**config.mk**
```make
export PLATFORM = sky130hd
export DESIGN_NAME = cgra_dma_csr
export DESIGN_NICKNAME = d
export VERILOG_FILES = /design/src/rtl/cgra_dma_pkg.sv /design/src/rtl/cgra_axil_slave_if.sv /design/src/rtl/cgra_dma_csr.sv
export SDC_FILE = /design/constraint.sdc
export NUM_CORES = 1
export LEC_CHECK = 0
export ABC_AREA = 1
export BUFFER_PORTS_ARGS = -buffer_cell sky130_fd_sc_hd__buf_2
export CELL_PAD_IN_SITES_DETAIL_PLACEMENT = 1
export CELL_PAD_IN_SITES_GLOBAL_PLACEMENT = 1
export CORE_MARGIN = 2
export CORE_UTILIZATION = 38
export DETAILED_ROUTE_END_ITERATION = 16
export HOLD_SLACK_MARGIN = 0.1
export PLACE_DENSITY_LB_ADDON = 0.1
export SYNTH_ARGS = -nofsm -noshare
export SYNTH_HDL_FRONTEND = slang
export SYNTH_SLANG_ARGS = --single-unit
```
**constraint.sdc**
```tcl
create_clock -name clk -period 2.1 [get_ports clk]
set_clock_uncertainty 0.1 [all_clocks]
set_input_delay 0.42 -clock clk [delete_from_list [all_inputs] [get_ports clk]]
set_output_delay 0.42 -clock clk [all_outputs]
set_load 0.01 [all_outputs]
```
**src/rtl/cgra_dma_pkg.sv**
```systemverilog
// Shared definitions for the CGRA DMA control/status register block.
// Contents: register byte offsets and word indices, CTRL/STATUS bit positions,
// AXI response codes, and a byte-strobe merge helper.
package cgra_dma_pkg;

   localparam int BYTES_PER_WORD  = 4;
   localparam int NUM_REGS        = 6;
   localparam int REG_SPACE_BYTES = NUM_REGS * BYTES_PER_WORD;

   localparam logic [7:0] OFF_CTRL   = 8'h00;
   localparam logic [7:0] OFF_STATUS = 8'h04;
   localparam logic [7:0] OFF_SRC    = 8'h08;
   localparam logic [7:0] OFF_DST    = 8'h0C;
   localparam logic [7:0] OFF_SIZE   = 8'h10;
   localparam logic [7:0] OFF_XCOUNT = 8'h14;

   localparam logic [2:0] IDX_CTRL   = 3'(OFF_CTRL   / BYTES_PER_WORD);
   localparam logic [2:0] IDX_STATUS = 3'(OFF_STATUS / BYTES_PER_WORD);
   localparam logic [2:0] IDX_SRC    = 3'(OFF_SRC    / BYTES_PER_WORD);
   localparam logic [2:0] IDX_DST    = 3'(OFF_DST    / BYTES_PER_WORD);
   localparam logic [2:0] IDX_SIZE   = 3'(OFF_SIZE   / BYTES_PER_WORD);
   localparam logic [2:0] IDX_XCOUNT = 3'(OFF_XCOUNT / BYTES_PER_WORD);

   localparam int CTRL_START_BIT  = 0;
   localparam int CTRL_IRQ_EN_BIT = 1;
   localparam int STATUS_BUSY_BIT = 0;
   localparam int STATUS_DONE_BIT = 1;

   localparam logic [1:0] RESP_OKAY   = 2'b00;
   localparam logic [1:0] RESP_SLVERR = 2'b10;

   // Replace only the bytes whose strobe is set.
   function automatic logic [31:0] merge_strb(input logic [31:0] old_val,
                                              input logic [31:0] new_val,
                                              input logic [3:0]  strb);
      logic [31:0] res;
      res = old_val;
      for (int b = 0; b < BYTES_PER_WORD; b++) begin
         if (strb[b]) res[8*b +: 8] = new_val[8*b +: 8];
      end
      return res;
   endfunction

endpackage

```
**src/rtl/cgra_axil_slave_if.sv**
```systemverilog
// AXI4-Lite slave front end: buffers AW and W independently (one entry each),
// presents one write commit per transaction, and registers the B and R
// responses.
// Ports:
//   clk, rst                 clock, synchronous active-high reset
//   s_axi_*                  AXI4-Lite slave channels
//   wr_en/addr/data/strb     one-cycle write commit toward the register file
//   wr_err                   register file verdict for the commit (SLVERR)
//   rd_en/addr               one-cycle read request at the AR handshake
//   rd_data/rd_err           register file read value and verdict
module cgra_axil_slave_if
   import cgra_dma_pkg::*;
#(
   parameter int ADDR_WIDTH = 8,
   parameter int DATA_WIDTH = 32
) (
   input  logic                    clk,
   input  logic                    rst,
   input  logic [ADDR_WIDTH-1:0]   s_axi_awaddr,
   input  logic                    s_axi_awvalid,
   output logic                    s_axi_awready,
   input  logic [DATA_WIDTH-1:0]   s_axi_wdata,
   input  logic [DATA_WIDTH/8-1:0] s_axi_wstrb,
   input  logic                    s_axi_wvalid,
   output logic                    s_axi_wready,
   output logic [1:0]              s_axi_bresp,
   output logic                    s_axi_bvalid,
   input  logic                    s_axi_bready,
   input  logic [ADDR_WIDTH-1:0]   s_axi_araddr,
   input  logic                    s_axi_arvalid,
   output logic                    s_axi_arready,
   output logic [DATA_WIDTH-1:0]   s_axi_rdata,
   output logic [1:0]              s_axi_rresp,
   output logic                    s_axi_rvalid,
   input  logic                    s_axi_rready,
   output logic                    wr_en,
   output logic [ADDR_WIDTH-1:0]   wr_addr,
   output logic [DATA_WIDTH-1:0]   wr_data,
   output logic [DATA_WIDTH/8-1:0] wr_strb,
   input  logic                    wr_err,
   output logic                    rd_en,
   output logic [ADDR_WIDTH-1:0]   rd_addr,
   input  logic [DATA_WIDTH-1:0]   rd_data,
   input  logic                    rd_err
);

   logic aw_held, w_held;

   // Readies are forced low while rst is held so nothing is accepted mid-reset.
   assign s_axi_awready = !rst && !aw_held && !s_axi_bvalid;
   assign s_axi_wready  = !rst && !w_held  && !s_axi_bvalid;
   assign s_axi_arready = !rst && !s_axi_rvalid;

   // Buffers stay full until the B handshake, so gating with bvalid keeps
   // the commit to a single cycle.
   assign wr_en   = aw_held && w_held && !s_axi_bvalid;
   assign rd_en   = s_axi_arvalid && s_axi_arready;
   assign rd_addr = s_axi_araddr;

   always_ff @(posedge clk) begin
      if (rst) begin
         aw_held      <= 1'b0;
         w_held       <= 1'b0;
         wr_addr      <= '0;
         wr_data      <= '0;
         wr_strb      <= '0;
         s_axi_bvalid <= 1'b0;
         s_axi_bresp  <= RESP_OKAY;
         s_axi_rvalid <= 1'b0;
         s_axi_rdata  <= '0;
         s_axi_rresp  <= RESP_OKAY;
      end else begin
         if (s_axi_awvalid && s_axi_awready) begin
            aw_held <= 1'b1;
            wr_addr <= s_axi_awaddr;
         end
         if (s_axi_wvalid && s_axi_wready) begin
            w_held  <= 1'b1;
            wr_data <= s_axi_wdata;
            wr_strb <= s_axi_wstrb;
         end
         if (wr_en) begin
            s_axi_bvalid <= 1'b1;
            s_axi_bresp  <= wr_err ? RESP_SLVERR : RESP_OKAY;
         end else if (s_axi_bvalid && s_axi_bready) begin
            s_axi_bvalid <= 1'b0;
            aw_held      <= 1'b0;
            w_held       <= 1'b0;
         end
         if (rd_en) begin
            s_axi_rvalid <= 1'b1;
            s_axi_rdata  <= rd_data;
            s_axi_rresp  <= rd_err ? RESP_SLVERR : RESP_OKAY;
         end else if (s_axi_rvalid && s_axi_rready) begin
            s_axi_rvalid <= 1'b0;
         end
      end
   end

endmodule

```
**src/rtl/cgra_dma_csr.sv**
```systemverilog
// Register file that programs the CGRA DMA engine and reports its status.
// Registers: CTRL (START, IRQ_EN), STATUS (BUSY, sticky DONE), SRC, DST, SIZE,
// XCOUNT (completion counter).
// Ports:
//   clk, rst                 clock, synchronous active-high reset
//   s_axi_*                  AXI4-Lite slave channels
//   cfg_src/dst/size         transfer parameters to the engine
//   cfg_start                one-cycle start pulse to the engine
//   status_busy/done         engine busy level and completion pulse
//   irq                      level interrupt, DONE & IRQ_EN
module cgra_dma_csr
   import cgra_dma_pkg::*;
#(
   parameter int ADDR_WIDTH = 8,
   parameter int DATA_WIDTH = 32
) (
   input  logic                    clk,
   input  logic                    rst,
   input  logic [ADDR_WIDTH-1:0]   s_axi_awaddr,
   input  logic                    s_axi_awvalid,
   output logic                    s_axi_awready,
   input  logic [DATA_WIDTH-1:0]   s_axi_wdata,
   input  logic [DATA_WIDTH/8-1:0] s_axi_wstrb,
   input  logic                    s_axi_wvalid,
   output logic                    s_axi_wready,
   output logic [1:0]              s_axi_bresp,
   output logic                    s_axi_bvalid,
   input  logic                    s_axi_bready,
   input  logic [ADDR_WIDTH-1:0]   s_axi_araddr,
   input  logic                    s_axi_arvalid,
   output logic                    s_axi_arready,
   output logic [DATA_WIDTH-1:0]   s_axi_rdata,
   output logic [1:0]              s_axi_rresp,
   output logic                    s_axi_rvalid,
   input  logic                    s_axi_rready,
   output logic [31:0]             cfg_src,
   output logic [31:0]             cfg_dst,
   output logic [31:0]             cfg_size,
   output logic                    cfg_start,
   input  logic                    status_busy,
   input  logic                    status_done,
   output logic                    irq
);

   logic                    wr_en, wr_err, rd_en, rd_err;
   logic [ADDR_WIDTH-1:0]   wr_addr, rd_addr;
   logic [DATA_WIDTH-1:0]   wr_data, rd_data;
   logic [DATA_WIDTH/8-1:0] wr_strb;

   cgra_axil_slave_if #(
      .ADDR_WIDTH (ADDR_WIDTH),
      .DATA_WIDTH (DATA_WIDTH)
   ) u_axil (
      .clk           (clk),
      .rst           (rst),
      .s_axi_awaddr  (s_axi_awaddr),
      .s_axi_awvalid (s_axi_awvalid),
      .s_axi_awready (s_axi_awready),
      .s_axi_wdata   (s_axi_wdata),
      .s_axi_wstrb   (s_axi_wstrb),
      .s_axi_wvalid  (s_axi_wvalid),
      .s_axi_wready  (s_axi_wready),
      .s_axi_bresp   (s_axi_bresp),
      .s_axi_bvalid  (s_axi_bvalid),
      .s_axi_bready  (s_axi_bready),
      .s_axi_araddr  (s_axi_araddr),
      .s_axi_arvalid (s_axi_arvalid),
      .s_axi_arready (s_axi_arready),
      .s_axi_rdata   (s_axi_rdata),
      .s_axi_rresp   (s_axi_rresp),
      .s_axi_rvalid  (s_axi_rvalid),
      .s_axi_rready  (s_axi_rready),
      .wr_en         (wr_en),
      .wr_addr       (wr_addr),
      .wr_data       (wr_data),
      .wr_strb       (wr_strb),
      .wr_err        (wr_err),
      .rd_en         (rd_en),
      .rd_addr       (rd_addr),
      .rd_data       (rd_data),
      .rd_err        (rd_err)
   );

   logic        irq_en_q, done_q, cfg_start_q;
   logic [31:0] src_q, dst_q, size_q, xcount_q;

   logic       wr_in_range, ctrl_hit, start_req, start_allowed, start_ok;
   logic       cfg_hit, cfg_we, done_w1c;
   logic [2:0] wr_idx;

   assign wr_in_range   = wr_addr < ADDR_WIDTH'(REG_SPACE_BYTES);
   assign wr_idx        = wr_addr[4:2];
   // CTRL and STATUS only react when byte lane 0 is written.
   assign ctrl_hit      = wr_in_range && (wr_idx == IDX_CTRL) && wr_strb[0];
   assign start_req     = ctrl_hit && wr_data[CTRL_START_BIT];
   assign start_allowed = !status_busy && (size_q != '0);
   assign cfg_hit       = wr_in_range &&
                          ((wr_idx == IDX_SRC) || (wr_idx == IDX_DST) || (wr_idx == IDX_SIZE));
   // wr_err is only sampled by the front end on the commit cycle.
   assign wr_err        = !wr_in_range || (start_req && !start_allowed) ||
                          (cfg_hit && status_busy);
   assign start_ok      = wr_en && start_req && start_allowed;
   assign cfg_we        = wr_en && cfg_hit && !status_busy;
   assign done_w1c      = wr_en && wr_in_range && (wr_idx == IDX_STATUS) &&
                          wr_strb[0] && wr_data[STATUS_DONE_BIT];

   always_ff @(posedge clk) begin
      if (rst) begin
         irq_en_q    <= 1'b0;
         done_q      <= 1'b0;
         cfg_start_q <= 1'b0;
         src_q       <= '0;
         dst_q       <= '0;
         size_q      <= '0;
         xcount_q    <= '0;
      end else begin
         cfg_start_q <= start_ok;
         if (wr_en && ctrl_hit) irq_en_q <= wr_data[CTRL_IRQ_EN_BIT];
         if (cfg_we) begin
            case (wr_idx)
               IDX_SRC:  src_q  <= merge_strb(src_q,  wr_data, wr_strb);
               IDX_DST:  dst_q  <= merge_strb(dst_q,  wr_data, wr_strb);
               IDX_SIZE: size_q <= merge_strb(size_q, wr_data, wr_strb);
               default:  ;
            endcase
         end
         // A completion in the same cycle as a clear leaves DONE set.
         if (status_done)              done_q <= 1'b1;
         else if (start_ok || done_w1c) done_q <= 1'b0;
         if (status_done) xcount_q <= xcount_q + 32'd1;
      end
   end

   logic       rd_in_range;
   logic [2:0] rd_idx;

   assign rd_in_range = rd_addr < ADDR_WIDTH'(REG_SPACE_BYTES);
   assign rd_idx      = rd_addr[4:2];
   assign rd_err      = !rd_in_range;

   always_comb begin
      rd_data = '0;
      if (rd_in_range) begin
         case (rd_idx)
            IDX_CTRL: rd_data[CTRL_IRQ_EN_BIT] = irq_en_q;
            IDX_STATUS: begin
               rd_data[STATUS_BUSY_BIT] = status_busy;
               rd_data[STATUS_DONE_BIT] = done_q;
            end
            IDX_SRC:    rd_data = src_q;
            IDX_DST:    rd_data = dst_q;
            IDX_SIZE:   rd_data = size_q;
            IDX_XCOUNT: rd_data = xcount_q;
            default:    rd_data = '0;
         endcase
      end
   end

   assign cfg_src   = src_q;
   assign cfg_dst   = dst_q;
   assign cfg_size  = size_q;
   assign cfg_start = cfg_start_q;
   assign irq       = done_q && irq_en_q;

endmodule

```
==> impl_results.md, run 1 <==
- Layout net count: 1,736
- Synth Register Bits: 211
- Share of cells above drive strength 1: 17.35%
- Routed vias: 9,984
- Routed Antenna Nets: 0
- Clock sink count: 211
- Status: finished, final reports clean
- DRC Markers: 0
- DRC marker count from the first detailed-route iteration: 537
- Crit path required time: 1.58 ns
- Overflow after GRT: 0
- Die Area: 26,150 sq um
- Final Cycle Share: 93.71%
- Crit-path cells: nor3_4 > buf_4 > buf_2
- Initial core utilization: 38.76%
- # rows: 57
- P per Cell Area: 746.8 nW/um^2
- Post-Syn Instances: 1,424
- Antenna diode count: 0
- Synth area leader: dfxtp_1
- Initial antenna violation count: 0
- Post-DP HPWL: 24,670 um
- CP Max Fanout: 8
- Clk root buf: clkbuf_16
- Sequential element share of the synthesized area: 44.69%
- Layer carrying the most global-route usage: met2
- Leakage power total: 6.089 nW
- Gr usage total: 25.99%
- Final setup viols: 0
- Critical path startpoint: u_axil.s_axi_bvalid
- Vias/cell: 4.960
- R2r startpoint: xcount_q[1]
- Largest net degree at the start of global routing: 82
- # fillers: 3,272
- Total design power: 9.130 mW
- Max incr delay on CP: 0.38 ns
- Routed len/inst: 17.27 um
- Largest cells by area after synthesis: dfxtp_1 (45%), nand2_1 (15%), nor2_1 (10%)
- Max-slew headroom: 63.48%
- Maximum buffer depth of the clock tree: 3
- Port buffer count: 193
- Core Area: 24,390 sq um
- CP endpoint kind: output pin
- Die height: 161.7 um
- Met3 Use GR: 2.911%
- Final slew viol count: 0
- CTS H-tree depth: 1
- FF-to-FF path depth: 8
- DRT Wirelength: 34,770 um
- CP max stage cell: dfxtp_1
- CP startpoint kind: flop
- Flop2flop setup slack: 0.21 ns
- Io pins: 200
- Met2 Use GR: 42.37%
- Post-Syn Area: 9453 sq um
- Worst VDD drop: 0.0004883 V
- Syn avg cell area: 6.638 sq um
- Clock Latency Late Sink: 0.53 ns
- MaxCap Viol Count: 0
- First-pass GRT wire length: 53,700 um
- Synth top area share: 44.69%
- Yosys warns: 0
- Area Overhead vs Synth: 29.33%
- Worst setup path class: reg -> out
- Commonest non-fill, non-tap cell in the layout: nand2_1
- Post-CTS Setup Inserts: 0
- DR pass1 iterations: 5
- Clock slew at the register clock pins of the worst setup and hold paths: 0.06 ns
- Met1 Resource Use GR: 37.40%
- CTS tree: done
- Die W: 161.7 um
- Hold/Removal Path Class: in -> reg
- Fin. Hold Viols: 0
- Number of CTS-inserted buffers: 25
- Unique masters post-synth: 24
- Final Wtd Congestion: 0.8394
- Tmin final: 1.968 ns
- Setup TNS: 0 ns
- Critical R2R Capture: xcount_q[14]
- Most frequent cells in the layout: nand2_1 (373), nor2_1 (258), dfxtp_1 (211)
- Worst-Margin Slew: 0.5421 ns
- RSZ-0062 raised after global routing: no
- Vias in the first global route: 9,851
- Fmax: 508.1 MHz
- Critical path capture point: s_axi_wready
- Crit path DAT: 1.45 ns
-- synthesized netlist by cell type --
| cell type | count |
|---|---|
| buf_4 | 9 |
| nor3_1 | 21 |
| clkbuf_1 | 44 |
| o21a_1 | 1 |
| o21ai_0 | 86 |
| conb_1 | 1 |
| nor3_2 | 2 |
| nand3_1 | 66 |
| inv_1 | 171 |
| buf_1 | 1 |
| o22ai_1 | 31 |
| nor4_1 | 1 |
| buf_2 | 3 |
| o2111ai_1 | 1 |
| nand3b_1 | 1 |
| dfxtp_1 | 211 |
| buf_6 | 12 |
| nand2_1 | 373 |
| nor3_4 | 1 |
| ha_1 | 2 |
| nand4_1 | 18 |
| nor2_1 | 259 |
| xor2_1 | 4 |
| a21oi_1 | 105 |
-- flip-flops by register name, indices dropped and copies added (netlist names) --
name                 count
cfg_dst                 32
cfg_size                32
cfg_src                 32
cfg_start                1
done_q                   1
irq_en_q                 1
u_axil.aw_held           1
u_axil.s_axi_bresp       1
u_axil.s_axi_bvalid      1
u_axil.s_axi_rdata      32
u_axil.s_axi_rresp       1
u_axil.s_axi_rvalid      1
u_axil.w_held            1
u_axil.wr_addr           6
u_axil.wr_data          32
u_axil.wr_strb           4
xcount_q                32
-- critical path: cells and delay by family, from the launching register on --
kind	cells	cell delay, ns
buffers and inverters	2	0.32
and+or+nand+nor	1	0.22
DFF	1	0.38
-- final cells by class --
cell class / instances / area [sq um] / area share (%)
clock inverters: 6 / 90.09 / 0.7369
repair buffers: 290 / 1889 / 15.45
flip-flops and latches: 211 / 4224 / 34.55
well taps: 324 / 405.4 / 3.316
inverters: 171 / 643.1 / 5.260
multi-input cells: 974 / 4223 / 34.54
clock buffers: 37 / 750.7 / 6.141
-- logic make-up after synthesis --
logic type / synth area share, %
AO/OA/AOI/OAI: 12.34
XOR/XNOR: 0.3706
adder cells (fa/ha/maj): 0.2647
buffers and inverters: 10.88
flip-flops: 44.69
other: 0.03967
AND/OR/NAND/NOR: 31.42
-- stage by stage --
step | setup slack [ns] | cells | instance area, sq um | hold slack (ns) | util (%)
floorplan | 0.2204 | 1425 | 9457 | 0.3302 | -
global placement | 0.05531 | 1927 | 10950 | 0.3463 | 44.88
detailed placement | -0.04069 | 1927 | 10950 | 0.3501 | 44.88
CTS | 0.03927 | 2013 | 12220 | 0.1102 | 50.09
global route | 0.02833 | 2013 | 12230 | 0.1537 | 50.12
finish | 0.1321 | 2013 | 12230 | 0.1372 | 50.12
-- power breakdown --
part	internal (mW)	switching (mW)	leakage, nW
clock	2.71	1.75	0.412
combinational	0.213	0.326	3.97
sequential	4.06	0.0725	1.71
-- metal layers --
layer	wire length, um	vias to the layer above
li1	-	4974
met1	17080	4758
met2	15650	199
met3	1323	53
met4	713	0
met5	0	-
-- what timing repair did --
item,CTS,global route
hold buffers,43,0
endpoints found under the setup margin,0,3
endpoints found under the hold margin,43,0
resized for setup,0,2
-- how the worst min path moves through the flow --
stage | startpoint | to | depth (start not counted)
finish | s_axi_araddr[6] | u_axil.s_axi_rresp[1] | 5
global route | s_axi_awaddr[5] | u_axil.wr_addr[5] | 3
CTS | s_axi_awaddr[5] | u_axil.wr_addr[5] | 3
detailed placement | u_axil.wr_addr[5] | u_axil.wr_addr[5] | 2
global placement | u_axil.wr_addr[5] | u_axil.wr_addr[5] | 2
floorplan | u_axil.wr_addr[5] | u_axil.wr_addr[5] | 2
(Power assumes the default switching activity.)
==> inputs of run 2 (changes only) <==
--- a/config.mk
+++ b/config.mk
@@ -6,7 +6,7 @@
 export NUM_CORES = 1
 export LEC_CHECK = 0
 export ABC_AREA = 1
-export BUFFER_PORTS_ARGS = -buffer_cell sky130_fd_sc_hd__buf_2
+export BUFFER_PORTS_ARGS = -buffer_cell sky130_fd_sc_hd__clkbuf_2
 export CELL_PAD_IN_SITES_DETAIL_PLACEMENT = 1
 export CELL_PAD_IN_SITES_GLOBAL_PLACEMENT = 1
 export CORE_MARGIN = 2
==> run 2 against run 1 <==
Effect of this change: worst setup slack lost 0.040 ns; critical path depth is 1 lower; utilization shrank 0.21 points; count of clock-buffer cells in the layout shrank 1; clock power barely moved; sequential power barely moved; highest routed layer unchanged.
==> impl_results.md, run 2 (synthesis results as in run 1) <==
- Status: finished, final reports clean (unchanged)
- Worst-Margin Slew: 0.5352 ns (was 0.5421 ns)
- Core Area: 24,390 sq um (unchanged)
- CP startpoint kind: flop (unchanged)
- Fin util: 49.91% (was 50.12%)
- Commonest non-fill, non-tap cell in the layout: nand2_1 (unchanged)
- Tmin final: 2.008 ns (was 1.968 ns)
- Worst setup path class: reg -> out (unchanged)
- Maximum buffer depth of the clock tree: 3 (unchanged)
- Max incr delay on CP: 0.39 ns (was 0.38 ns)
- Final Cycle Share: 95.62% (was 93.71%)
- Clock Latency Late Sink: 0.52 ns (was 0.53 ns)
- Worst min-delay path endpoint: u_axil.wr_strb[2] (was u_axil.s_axi_rresp[1])
- CTS tree: done (unchanged)
- Routed Antenna Nets: 0 (unchanged)
- First-pass GRT wire length: 54,720 um (was 53,700 um)
- DRT Wirelength: 35,120 um (was 34,770 um)
- Die Area: 26,150 sq um (unchanged)
- CP max stage cell: nor3_1 (was dfxtp_1)
- CP endpoint kind: output pin (unchanged)
- Crit path DAT: 1.49 ns (was 1.45 ns)
- Vias/cell: 5.020 (was 4.960)
- P per Cell Area: 749.9 nW/um^2 (was 746.8 nW/um^2)
- # rows: 57 (unchanged)
- Hold Crit Depth: 3 (was 5)
- Initial antenna violation count: 0 (unchanged)
- Final slew viol count: 0 (unchanged)
- Die height: 161.7 um (unchanged)
- Total design power: 9.129 mW (was 9.130 mW)
- Setup TNS: 0 ns (unchanged)
- FF-to-FF path depth: 9 (was 8)
- Port buffer count: 193 (unchanged)
- Largest net degree at the start of global routing: 51 (was 82)
- Hold/Removal Path Class: in -> reg (unchanged)
- Fin worst setup slack: 0.09190 ns (was 0.1321 ns)
- Critical R2R Capture: cfg_size[30] (was xcount_q[14])
- DRC marker count from the first detailed-route iteration: 498 (was 537)
- Max-slew headroom: 63.94% (was 63.48%)
- Clock sink count: 211 (unchanged)
- MaxCap Viol Count: 0 (unchanged)
- Vias in the first global route: 10,110 (was 9,851)
- Antenna diode count: 0 (unchanged)
- Die W: 161.7 um (unchanged)
- Clock slew at the register clock pins of the worst setup and hold paths: 0.06 ns (about the same)
- Share of cells above drive strength 1: 17.55% (was 17.35%)
- CP Max Fanout: 6 (was 8)
- Area Overhead vs Synth: 28.79% (was 29.33%)
- RSZ-0062 raised after global routing: no (unchanged)
- R2r startpoint: u_axil.wr_addr[4] (was xcount_q[1])
- Crit path required time: 1.58 ns (about the same)
- Post-CTS Setup Inserts: 0 (unchanged)
- Fin. Hold Viols: 0 (unchanged)
- Gr usage total: 26.55% (was 25.99%)
- Post-DP HPWL: 25,430 um (was 24,670 um)
- Leakage power total: 5.961 nW (was 6.089 nW)
- Hold_sp: s_axi_wstrb[2] (was s_axi_araddr[6])
- Overflow after GRT: 0 (unchanged)
- Number of CTS-inserted buffers: 25 (unchanged)
- Initial core utilization: 38.76% (unchanged)
- Worst VDD drop: 0.0005462 V (was 0.0004883 V)
- Worst slack, placed: 0.1014 ns (was -0.04069 ns)
- Routed vias: 10,100 (was 9,984)
- Flop2flop setup slack: 0.17 ns (was 0.21 ns)
- Routed len/inst: 17.46 um (was 17.27 um)
- DR pass1 iterations: 5 (unchanged)
- Layout net count: 1,734 (was 1,736)
- CTS H-tree depth: 1 (unchanged)
- Most frequent cells in the layout: nand2_1 (373), nor2_1 (258), dfxtp_1 (211) (unchanged)
- Clk root buf: clkbuf_16 (unchanged)
- DRC Markers: 0 (unchanged)
- Final Wtd Congestion: 0.8389 (was 0.8394)
- Final setup viols: 0 (unchanged)
- Crit-path cells: nor3_1 > clkbuf_2 (was nor3_4 > buf_4 > buf_2)
- Io pins: 200 (unchanged)
- Fmax: 498.0 MHz (was 508.1 MHz)
==> run 2: layer usage <==
metal / up-vias / part of all wire, % / global-route usage, %
met3: 53 / 5.1 / 3.447
met4: 0 / 2.2 / 6.516
met5: - / 0 / 0
li1: 4969 / - / -
met2: 246 / 45 / 42.99
met1: 4827 / 48 / 37.73
==> run 2: metrics by stage <==
step                std cells  hold slack, ns  instance area, sq um
global route             2011          0.1312                 12170
CTS                      2011          0.1020                 12170
global placement         1933          0.3445                 10990
floorplan                1425          0.3302                  9457
detailed placement       1933          0.3490                 10990
finish                   2011          0.1103                 12170
==> run 2: report_power, final <==
part	internal (mW)	switching, mW	total [mW]
logic	0.213	0.330	0.543
clock network	2.72	1.73	4.45
registers	4.06	0.0728	4.13
total	6.99	2.14	9.13
==> run 2: repair_timing <==
item	CTS	global route
endpoints found under the hold margin	33	0
resized for setup	0	1
setup endpoints to repair	0	1
hold buffers	35	0
==> run 2: how the worst max path moves through the flow <==
stage	cells after the start	end	startpoint
3_5_place_dp	8	u_axil.s_axi_rdata[21]	s_axi_araddr[3]
3_3_place_gp	7	u_axil.s_axi_rdata[12]	s_axi_araddr[4]
2_1_floorplan	9	u_axil.s_axi_rdata[10]	rst
5_1_grt	8	xcount_q[14]	xcount_q[1]
6_report	2	s_axi_awready	u_axil.s_axi_bvalid
4_1_cts	2	s_axi_awready	u_axil.s_axi_bvalid
==> run 2: area by class of cell <==
type,count,area (sq um)
clock inverters,7,112.6
repair buffers,288,1854
fillers,3289,12220
multi-input cells,974,4218
inverters,171,643.1
flip-flops and latches,211,4224
clock buffers,36,716.9
well taps,324,405.4
==> run 2: worst max-delay path, delay by kind of cell (launching register included) <==
family / cells / cell delay [ns]
buf+inv: 1 / 0.21
flops: 1 / 0.38
simple gates: 1 / 0.39
